==> src/rtl/eclair_pkg.sv <==
// Shared control-store definitions: widths and the loader state encoding.
package eclair_pkg;

  localparam int unsigned CS_ADDR_WIDTH = 8;
  localparam int unsigned CS_DATA_WIDTH = 64;
  localparam int unsigned WAIT_WIDTH    = 4;

  typedef enum logic [2:0] {
    LD_IDLE,
    LD_READ,
    LD_WRITE,
    LD_VERIFY,
    LD_DONE,
    LD_FAIL
  } ld_state_e;

endpackage

==> src/rtl/cs_loader_if.sv <==
// Control-store loader bus: sequencer/ROM/RAM side signals of the loader.
interface cs_loader_if import eclair_pkg::*; #(
  parameter int unsigned ADDR_WIDTH = CS_ADDR_WIDTH,
  parameter int unsigned DATA_WIDTH = CS_DATA_WIDTH
);

  logic                  reload;
  logic [ADDR_WIDTH-1:0] seq_addr;
  logic [DATA_WIDTH-1:0] rom_data;
  logic [DATA_WIDTH-1:0] ram_rdata;
  logic [ADDR_WIDTH-1:0] cs_addr;
  logic [DATA_WIDTH-1:0] ram_wdata;
  logic                  ram_w_n;
  logic                  cs_ready;
  logic                  load_error;
  logic [ADDR_WIDTH-1:0] err_addr;

  modport master (
    input  reload, seq_addr, rom_data, ram_rdata,
    output cs_addr, ram_wdata, ram_w_n, cs_ready, load_error, err_addr
  );

  modport slave (
    output reload, seq_addr, rom_data, ram_rdata,
    input  cs_addr, ram_wdata, ram_w_n, cs_ready, load_error, err_addr
  );

endinterface

==> src/rtl/cs_loader_counter.sv <==
// Up-counter with synchronous load; used as the control-store load address.
module cs_loader_counter #(
  parameter int unsigned WIDTH = 8
) (
  input  logic             clk,
  input  logic             reset,
  input  logic             load_i,
  input  logic [WIDTH-1:0] load_val_i,
  input  logic             en_i,
  output logic [WIDTH-1:0] count_o
);

  logic [WIDTH-1:0] count_q;

  always_ff @(posedge clk or posedge reset) begin
    if (reset) begin
      count_q <= '0;
    end else if (load_i) begin
      count_q <= load_val_i;
    end else if (en_i) begin
      count_q <= count_q + WIDTH'(1);
    end
  end

  assign count_o = count_q;

endmodule

==> src/rtl/cs_loader.sv <==
// Copies the microcode EPROM into control-store RAM word by word with readback
// verify, then hands the RAM address over to the sequencer.
module cs_loader import eclair_pkg::*; #(
  parameter int unsigned ADDR_WIDTH = CS_ADDR_WIDTH,
  parameter int unsigned DATA_WIDTH = CS_DATA_WIDTH,
  parameter int unsigned ROM_WAIT   = 1
) (
  input logic        clk,
  input logic        reset,
  cs_loader_if.master bus
);

  localparam logic [WAIT_WIDTH-1:0] WAIT_LAST = WAIT_WIDTH'(ROM_WAIT - 1);
  localparam logic [ADDR_WIDTH-1:0] ADDR_LAST = '1;

  ld_state_e             state_q, state_d;
  logic [WAIT_WIDTH-1:0] wait_q, wait_d;
  logic [DATA_WIDTH-1:0] wdata_q, wdata_d;
  logic                  ram_w_n_q, ram_w_n_d;
  logic                  cs_ready_q, cs_ready_d;
  logic                  load_error_q, load_error_d;
  logic [ADDR_WIDTH-1:0] err_addr_q, err_addr_d;
  logic                  cnt_load, cnt_en;
  logic [ADDR_WIDTH-1:0] load_addr;
  logic [ADDR_WIDTH-1:0] cs_addr_c;

  cs_loader_counter #(.WIDTH(ADDR_WIDTH)) u_addr_cnt (
    .clk        (clk),
    .reset      (reset),
    .load_i     (cnt_load),
    .load_val_i ('0),
    .en_i       (cnt_en),
    .count_o    (load_addr)
  );

  always_ff @(posedge clk or posedge reset) begin
    if (reset) begin
      state_q      <= LD_IDLE;
      wait_q       <= '0;
      wdata_q      <= '0;
      ram_w_n_q    <= 1'b1;
      cs_ready_q   <= 1'b0;
      load_error_q <= 1'b0;
      err_addr_q   <= '0;
    end else begin
      state_q      <= state_d;
      wait_q       <= wait_d;
      wdata_q      <= wdata_d;
      ram_w_n_q    <= ram_w_n_d;
      cs_ready_q   <= cs_ready_d;
      load_error_q <= load_error_d;
      err_addr_q   <= err_addr_d;
    end
  end

  // Next-state: READ(ROM_WAIT) -> WRITE(1) -> VERIFY(1) per word.
  always_comb begin
    state_d      = state_q;
    wait_d       = wait_q;
    wdata_d      = wdata_q;
    cs_ready_d   = cs_ready_q;
    load_error_d = load_error_q;
    err_addr_d   = err_addr_q;
    cnt_load     = 1'b0;
    cnt_en       = 1'b0;
    unique case (state_q)
      LD_IDLE: begin
        cnt_load = 1'b1;
        wait_d   = '0;
        state_d  = LD_READ;
      end
      LD_READ: begin
        if (wait_q == WAIT_LAST) begin
          wdata_d = bus.rom_data;
          wait_d  = '0;
          state_d = LD_WRITE;
        end else begin
          wait_d = wait_q + WAIT_WIDTH'(1);
        end
      end
      LD_WRITE: state_d = LD_VERIFY;
      LD_VERIFY: begin
        if (bus.ram_rdata != wdata_q) begin
          load_error_d = 1'b1;
          err_addr_d   = load_addr;
          state_d      = LD_FAIL;
        end else if (load_addr == ADDR_LAST) begin
          cs_ready_d = 1'b1;
          state_d    = LD_DONE;
        end else begin
          cnt_en  = 1'b1;
          state_d = LD_READ;
        end
      end
      LD_DONE: begin
        if (bus.reload) begin
          cs_ready_d = 1'b0;
          state_d    = LD_IDLE;
        end
      end
      LD_FAIL: begin
        if (bus.reload) begin
          load_error_d = 1'b0;
          state_d      = LD_IDLE;
        end
      end
      default: state_d = LD_IDLE;
    endcase
    // Strobe is registered so it is low for exactly the WRITE cycle.
    ram_w_n_d = (state_d != LD_WRITE);
  end

  always_comb begin
    unique case (state_q)
      LD_DONE: cs_addr_c = bus.seq_addr;
      LD_FAIL: cs_addr_c = err_addr_q;
      default: cs_addr_c = load_addr;
    endcase
  end

  assign bus.cs_addr    = cs_addr_c;
  assign bus.ram_wdata  = wdata_q;
  assign bus.ram_w_n    = ram_w_n_q;
  assign bus.cs_ready   = cs_ready_q;
  assign bus.load_error = load_error_q;
  assign bus.err_addr   = err_addr_q;

endmodule

==> src/flat_wrapper.sv <==
// flat-port wrapper written by rule: the top's interface ports become plain ports
module cs_loader_flat import eclair_pkg::*;
#(
  parameter int unsigned ADDR_WIDTH = CS_ADDR_WIDTH,
  parameter int unsigned DATA_WIDTH = CS_DATA_WIDTH,
  parameter int unsigned ROM_WAIT   = 1
)
  (clk, reset, bus_reload, bus_seq_addr, bus_rom_data, bus_ram_rdata, bus_cs_addr, bus_ram_wdata, bus_ram_w_n, bus_cs_ready, bus_load_error, bus_err_addr);
  cs_loader_if #(.ADDR_WIDTH(ADDR_WIDTH), .DATA_WIDTH(DATA_WIDTH)) bus_i ();
  input logic clk;
  input logic reset;
  input wire logic [$bits(bus_i.reload)-1:0] bus_reload;
  input wire logic [$bits(bus_i.seq_addr)-1:0] bus_seq_addr;
  input wire logic [$bits(bus_i.rom_data)-1:0] bus_rom_data;
  input wire logic [$bits(bus_i.ram_rdata)-1:0] bus_ram_rdata;
  output wire logic [$bits(bus_i.cs_addr)-1:0] bus_cs_addr;
  output wire logic [$bits(bus_i.ram_wdata)-1:0] bus_ram_wdata;
  output wire logic [$bits(bus_i.ram_w_n)-1:0] bus_ram_w_n;
  output wire logic [$bits(bus_i.cs_ready)-1:0] bus_cs_ready;
  output wire logic [$bits(bus_i.load_error)-1:0] bus_load_error;
  output wire logic [$bits(bus_i.err_addr)-1:0] bus_err_addr;
  assign bus_i.reload = bus_reload;
  assign bus_i.seq_addr = bus_seq_addr;
  assign bus_i.rom_data = bus_rom_data;
  assign bus_i.ram_rdata = bus_ram_rdata;
  assign bus_cs_addr = bus_i.cs_addr;
  assign bus_ram_wdata = bus_i.ram_wdata;
  assign bus_ram_w_n = bus_i.ram_w_n;
  assign bus_cs_ready = bus_i.cs_ready;
  assign bus_load_error = bus_i.load_error;
  assign bus_err_addr = bus_i.err_addr;
  cs_loader #(.ADDR_WIDTH(ADDR_WIDTH), .DATA_WIDTH(DATA_WIDTH), .ROM_WAIT(ROM_WAIT)) u_core (.clk(clk), .reset(reset), .bus(bus_i));
endmodule
==> config.mk <==
export PLATFORM = sky130hd
export DESIGN_NAME = cs_loader_flat
export DESIGN_NICKNAME = d
export VERILOG_FILES = /design/src/rtl/eclair_pkg.sv /design/src/rtl/cs_loader_if.sv /design/src/rtl/cs_loader_counter.sv /design/src/rtl/cs_loader.sv /design/src/flat_wrapper.sv
export SDC_FILE = /design/constraint.sdc
export NUM_CORES = 1
export LEC_CHECK = 0
export BUFFER_PORTS_ARGS = -buffer_cell sky130_fd_sc_hd__buf_2
export CORE_UTILIZATION = 46
export DETAILED_ROUTE_END_ITERATION = 16
export PLACE_DENSITY = 0.92
export SETUP_SLACK_MARGIN = 0.4
export SLEW_MARGIN = 20
export SYNTH_ARGS = -nofsm -noshare
export SYNTH_HDL_FRONTEND = slang
export SYNTH_HIERARCHICAL = 1
export SYNTH_SLANG_ARGS = --single-unit
==> constraint.sdc <==
create_clock -name clk -period 3.4 [get_ports clk]
set_input_delay 0 -clock clk [delete_from_list [all_inputs] [get_ports clk]]
set_output_delay 0 -clock clk [all_outputs]
set_load 0.03 [all_outputs]
==> results of run 1 <==
## state kept, by name, indices dropped and copies added, names as in the netlist
register	flops
u_core/bus.cs_ready	1
u_core/bus.err_addr	8
u_core/bus.load_error	1
u_core/bus.ram_w_n	1
u_core/bus.ram_wdata	64
u_core/state_q	3
u_core/u_addr_cnt/count_o	8
u_core/wait_q	4
## metrics by stage
step                      hold WS [ns]  cell area [µm²]  cells  setup slack [ns]  power [W]
after floorplan                -0.1843             4522    380            0.7893   0.004482
after global placement        -0.02085             5768    719            0.3303   0.005325
after detailed placement      -0.01906             5768    719            0.2455   0.005471
after CTS                       0.1450             6648    801            0.4540   0.006298
after global routing            0.1673             6691    806            0.4369   0.006776
final                           0.1464             6691    806            0.5235   0.006491
## path summary, 6_finish.rpt
path / start / endpoint / cells after the start
setup / recovery: u_core/bus.ram_wdata[31] / u_core/u_addr_cnt/count_o[7] / 9
hold / removal: reset / u_core/u_addr_cnt/count_o[1] / 3
setup reg to reg: u_core/bus.ram_wdata[31] / u_core/u_addr_cnt/count_o[7] / 9
hold reg to reg: u_core/wait_q[3] / u_core/wait_q[3] / 1
max in group asynchronous: reset / u_core/bus.err_addr[0] / 4
min in group clk: bus_rom_data[51] / u_core/bus.ram_wdata[51] / 3
## what timing repair did
| action | in CTS | in global routing |
|---|---|---|
| setup endpoints to repair | 6 | 7 |
| pin swaps | 0 | 3 |
| setup buffers | 0 | 4 |
| endpoints found under the hold margin | 121 | 0 |
| cloned | 0 | 0 |
| gates resized for setup | 3 | 2 |
| hold buffers | 66 | 0 |
## tightest hold or removal path, delay by kind of cell
family | cells | cell delay, ns
buffers and inverters | 3 | 0.90
## cells in the mapped netlist, types with 2 or more instances
| cell | instances | area share |
|---|---|---|
| mux2i_1 | 9 | 0.020 |
| nand4_1 | 9 | 0.013 |
| clkbuf_1 | 8 | 0.0067 |
| dfrtp_1 | 89 | 0.50 |
| nor2b_1 | 6 | 0.0084 |
| inv_1 | 4 | 0.0033 |
| o31ai_1 | 2 | 0.0033 |
| nand2b_1 | 2 | 0.0028 |
| mux2_2 | 73 | 0.18 |
| o21ai_0 | 22 | 0.024 |
| xor2_1 | 67 | 0.13 |
| nor4_1 | 16 | 0.022 |
| nor2_1 | 3 | 0.0025 |
| or4_1 | 3 | 0.0050 |
| a21o_2 | 2 | 0.0039 |
| nand3_1 | 9 | 0.010 |
| nand2_1 | 22 | 0.018 |
| nand3b_1 | 2 | 0.0033 |
| buf_2 | 7 | 0.0078 |
| ha_1 | 3 | 0.0084 |
| o21ai_1 | 2 | 0.0022 |
## final cells by class
cell class,count,area share
flip-flops and latches,90,0.3368
multi-input cells,271,0.3332
repair buffers,295,0.2730
well taps,129,0.02412
clock buffers,10,0.01907
clock inverters,6,0.01103
inverters,4,0.002431
diodes,1,0.0003740
## metal layers
metal	up-vias	track usage	wire, µm
li1	1900	-	-
met1	2052	0.3075	5516
met2	247	0.5342	8180
met3	88	0.06935	1028
met4	0	0.2140	907
met5	-	0	0
## cells by family (layout without fill, tap and decap cells)
logic type / after synthesis / in the layout / synth area share
other cells: 1 / 9 / 0.0008342
xor+xnor: 68 / 68 / 0.1325
simple gates: 80 / 80 / 0.09936
buf+inv: 19 / 315 / 0.01781
flops: 90 / 90 / 0.5013
mux: 82 / 82 / 0.2029
compound gates: 30 / 30 / 0.03702
fa+ha+maj: 3 / 3 / 0.008350
## power by group through the flow
stage / clock [W] / sequential [W] / combinational, W
after floorplan: 0 / 0.00292 / 0.00156
final: 0.000766 / 0.00218 / 0.00354
after detailed placement: 0 / 0.00215 / 0.00332
after CTS: 0.000770 / 0.00213 / 0.00340
after global routing: 0.000823 / 0.00225 / 0.00370
after global placement: 0 / 0.00210 / 0.00323
==> impl_metrics.yaml, run 1 <==
status:
  status: "finished, final reports clean"
detailed_routing:
  avgViaCountPerCell: 5.319
  drt_iter0_drc: 148
  postRouteWirelength_um: 15630
  drc: 0
  ant_nets: 0
  drtPass1Iterations: 4
  drt-wirelength-per-cell_um: 19.40
  vias: 4287
worst_setup_path:
  endpoint_kind: "register"
  crit_fanout: 6
  arrival_ns: 3.16
  rrSetupSlack_ns: 0.52
  required_ns: 3.69
  path_cells: "xor2_1 -> nor4_1 -> nand4_1 -> nor4_4 -> or2b_1 -> nor2b_4 -> nand4_1 -> or4_1 -> nand3_1"
  crit_buf_inv: 0
  critPathKind: "register to register"
  worst_setup_path_start_kind: "register"
  path_common_cell: "nand4_1"
  critical_path.top_delay_family: "simple AND/OR/NAND/NOR gates"
  worst_path_max_delay_cell: "dfrtp_1"
  max_stage_delay_ns: 0.43
layout:
  final_common_cell: "buf_2"
  final_cell_mix: "buf_2 (221), dfrtp_1 (89), mux2_2 (73)"
  fin_util: 0.7140
  fillerInstances: 620
  ff_latch_area_um2: 2253
  area_growth_pct: 48.85
  layout-drive-gt1-share: 0.4867
  multiInputGateArea_um2: 2230
  layout.nets: 813
place:
  port_buffers: 221
  place.gp.congestion: 0.8105
  dp_hpwl_um: 9607
power_and_ir_drop:
  pwr-share-clk: 0.118
  internal_power_w: 0.003321
  power_density_nw_per_um2: 970.1
  p_sw_w: 0.003170
  swShare: 0.4884
  p_leak_nw: 3.253
  power_frac_comb: 0.546
  seq_power_share: 0.336
  ir_drop_uv: 644.0
synthesis:
  netlist_instances: 373
  synth-async-reset-ratio: 1.000
  synth_area_per_cell_um2: 12.05
  seq_area_frac_synth: 0.5013
  synth_cell_types: 34
  synth_edf_count: 0
  synth_ff_type: "dfrtp_1"
  ys_ff_latch: 90
  yosys_warnings: 6
  syn_area_um2: 4496
floorplan:
  ios: 222
  start_util: 0.4797
  core_um2: 9371
  fp-row-count: 35
  dieArea_um2: 10170
  die_w_um: 100.9
  die_height_um: 100.9
clock_network:
  numCtsBuffers: 9
  insertion_delay_ns: 0.36
  clock_path_buffers: 2
  cts.sinks: 90
  clkTransAtPathRegs_ns: 0.10
  cts_tree: "yes"
  htree_levels: 3
  cts-root-buf: "clkbuf_8"
sta:
  worst_pin_slew_ns: 0.8153
  rsz0062_at_grt: "false"
  setup_viol: 0
  skew_ns: 0.02436
  maxSlewViolCount: 0
  min_period_over_period: 0.8460
  final-hold-violation-count: 0
  max_slew_margin: 0.4565
  fmax_ghz: 0.3476
  setup_tns_ns: 0
  finalCriticalPeriod_ns: 2.877
grt:
  grt_pass1_wl_um: 22490
  overflow: 0
  grt_max_degree: 48
  grt_usage: 0.2989
  antenna_found_initial: 1
  grt_pass1_vias: 4485
hold_path:
  hp-class: "input port to async pin"
run:
  cap_violations: 0
Power figures use the tool's default switching activity.
==> inputs of run 2 (changes only) <==
--- a/config.mk
+++ b/config.mk
@@ -5,8 +5,9 @@
 export SDC_FILE = /design/constraint.sdc
 export NUM_CORES = 1
 export LEC_CHECK = 0
+export ABC_AREA = 1
 export BUFFER_PORTS_ARGS = -buffer_cell sky130_fd_sc_hd__buf_2
-export CORE_UTILIZATION = 46
+export CORE_UTILIZATION = 48
 export DETAILED_ROUTE_END_ITERATION = 16
 export PLACE_DENSITY = 0.92
 export SETUP_SLACK_MARGIN = 0.4
==> constraint.sdc (replaced) <==
create_clock -name clk -period 2.7 [get_ports clk]
set_input_delay 0 -clock clk [delete_from_list [all_inputs] [get_ports clk]]
set_output_delay 0 -clock clk [all_outputs]
set_load 0.03 [all_outputs]
==> run 2 against run 1 <==
Core utilization down 0.75 points; sequential share of layout area down 2.9 points; total power up 32%; setup slack better by 0.021 ns; area after synthesis up 15%; synthesized cell count up 87%; via count up 33%; fmax up 33%; critical path type unchanged.
==> impl_metrics.yaml, run 2 <==
worst_setup_path:
  worst_setup_path_start_kind: "register"
  arrival_ns: 2.39
  critPathKind: "register to register"
  endpoint_kind: "register"
  required_ns: 2.93
  max_stage_delay_ns: 0.42
  critical_path.top_delay_family: "simple AND/OR/NAND/NOR gates"
  path_common_cell: "nor2_1"
  crit_buf_inv: 0
  crit_fanout: 11
  worst_path_max_delay_cell: "dfrtp_1"
  path_cells: "nor2_1 -> nor2_1 -> nor2_1 -> nand2_1 -> nor2_1 -> nand2_1 -> nor2_1 -> nand2_2 -> nor2_4 -> nor2_4 -> a22oi_1 -> o21ai_0"
clock_network:
  cts-root-buf: "clkbuf_8"
  htree_levels: 3
  clock_path_buffers: 2
  cts.sinks: 90
  numCtsBuffers: 9
  insertion_delay_ns: 0.36
  cts_tree: "yes"
  clkTransAtPathRegs_ns: 0.10
  cts_setup_buffers: 0
place:
  port_buffers: 221
  place.gp.congestion: 0.9122
  dp_hpwl_um: 10560
floorplan:
  ios: 222
  die_height_um: 105.8
  start_util: 0.4987
  core_um2: 10370
  fp-row-count: 37
  dieArea_um2: 11190
  die_w_um: 105.8
sta:
  whs_ns: 0.1601
  max_slew_margin: 0.5618
  maxSlewViolCount: 0
  setup_tns_ns: 0
  setup_viol: 0
  worst_pin_slew_ns: 0.6573
  finalCriticalPeriod_ns: 2.156
  fmax_ghz: 0.4639
  rsz0062_at_grt: "false"
  min_period_over_period: 0.7984
  skew_ns: 0.01881
  final-hold-violation-count: 0
synthesis:
  synth-async-reset-ratio: 1.000
  yosys_warnings: 6
  synth_area_per_cell_um2: 7.419
  netlist.area_leader.share: 0.4307
  synth_area_leader_cell: "dfrtp_1"
  synth_cell_types: 31
  netlist_instances: 697
  synth_edf_count: 0
  syn_area_um2: 5171
  ys_ff_latch: 90
  ys_top_cells_by_area: "dfrtp_1 (43%), nand2_1 (14%), nor2_1 (8.7%)"
  yosysMostFrequentCell: "nand2_1"
  synth_ff_type: "dfrtp_1"
  yosys-top-cells-count: "nand2_1 (197), nor2_1 (120), dfrtp_1 (89)"
  seq_area_frac_synth: 0.4358
detailed_routing:
  drt_iter0_drc: 426
  vias: 5685
  postRouteWirelength_um: 16560
  ant_nets: 0
  drtPass1Iterations: 6
  avgViaCountPerCell: 5.031
  drt-wirelength-per-cell_um: 14.66
  drc: 0
layout:
  final_cell_mix: "buf_2 (221), nand2_1 (194), nor2_1 (119)"
  largest_reg_flops: 64
  area_growth_pct: 41.69
  layout.nets: 1131
  final_common_cell: "buf_2"
  layout-drive-gt1-share: 0.3209
  antenna_cells: 0
  fin_util: 0.7066
power_and_ir_drop:
  report.power.total_w: 0.008549
  p_leak_nw: 4.140
  power_density_nw_per_um2: 1167
  ir_drop_uv: 727.9
run:
  cap_violations: 0
grt:
  grt_usage: 0.2979
  overflow: 0
  grt_pass1_vias: 5683
  grt_pass1_wl_um: 26240
  grt_max_degree: 58
  antenna_found_initial: 0
status:
  status: "finished, final reports clean"
hold_path:
  hp-class: "input port to async pin"
## run 2: cell families after synthesis
kind of cell             count (synthesis)  synth area share
multiplexers                            29           0.07767
XOR/XNOR                                13           0.02202
other                                    1         0.0007252
AO/OA/AOI/OAI                           58           0.06242
AND/OR/NAND/NOR                        370            0.2887
flip-flops                              90            0.4358
buffers and inverters                  133            0.1055
adder cells (fa/ha/maj)                  3          0.007259
## run 2: area by class of cell
type,instances,area (µm²)
Timing Repair Buffer,292,1842
Fill cell,738,3043
Sequential cell,90,2255
Clock buffer,10,137.6
Multi-Input combinational cell,481,2419
Tap cell,136,170.2
Inverter,115,432.9
Clock inverter,6,71.32
## run 2: where the power goes
group	internal [W]	switching [W]	total [W]
Combinational	0.00172	0.00315	0.00487
Clock	0.000462	0.000520	0.000982
Sequential	0.00199	0.000704	0.00269
Total	0.00418	0.00437	0.00855
## run 2: through the flow
| step | instances | instance area, µm² | setup slack, ns |
|---|---|---|---|
| floorplan | 704 | 5197 | 0.5932 |
| global placement | 1048 | 6444 | 0.4737 |
| detailed placement | 1048 | 6444 | 0.3958 |
| global route | 1130 | 7327 | 0.4227 |
| finish | 1130 | 7327 | 0.5442 |
| CTS | 1130 | 7316 | 0.4707 |
## run 2: path summary, 6_finish.rpt
check / end / cells after the start / slack (ns) / from
min in group clk: bus_cs_addr[7] / 4 / 0.40 / bus_seq_addr[7]
worst min-delay path: u_core/u_addr_cnt/count_o[5] / 3 / 0.16 / reset
worst min register to register: u_core/bus.err_addr[3] / 2 / 0.51 / u_core/bus.err_addr[3]
worst max-delay path: u_core/u_addr_cnt/count_o[0] / 12 / 0.54 / u_core/bus.ram_wdata[5]
max in group asynchronous: u_core/bus.ram_w_n / 4 / 1.72 / reset
worst max register to register: u_core/u_addr_cnt/count_o[0] / 12 / 0.54 / u_core/bus.ram_wdata[5]
## run 2: worst register-to-register path, cell delays in order (launching register included)
cell	delay (ns)
dfrtp_1	0.42
nor2_1	0.15
nor2_1	0.08
nor2_1	0.11
nand2_1	0.06
nor2_1	0.20
nand2_1	0.15
nor2_1	0.14
nand2_2	0.19
nor2_4	0.20
nor2_4	0.08
a22oi_1	0.16
o21ai_0	0.10
## run 2: timing repair
action                                 CTS  global route
hold buffers                            66             0
endpoints found under the hold margin  106             0
resized for setup                        1             4
setup endpoints to repair                2            25
## run 2: metal layers
layer  up-vias  part of all wire  track usage
li1       2715                 -            -
met1      2589              0.38       0.3394
met2       317              0.50       0.5229
met3        64             0.075      0.05875
met4         0             0.043       0.1627
met5         -                 0            0
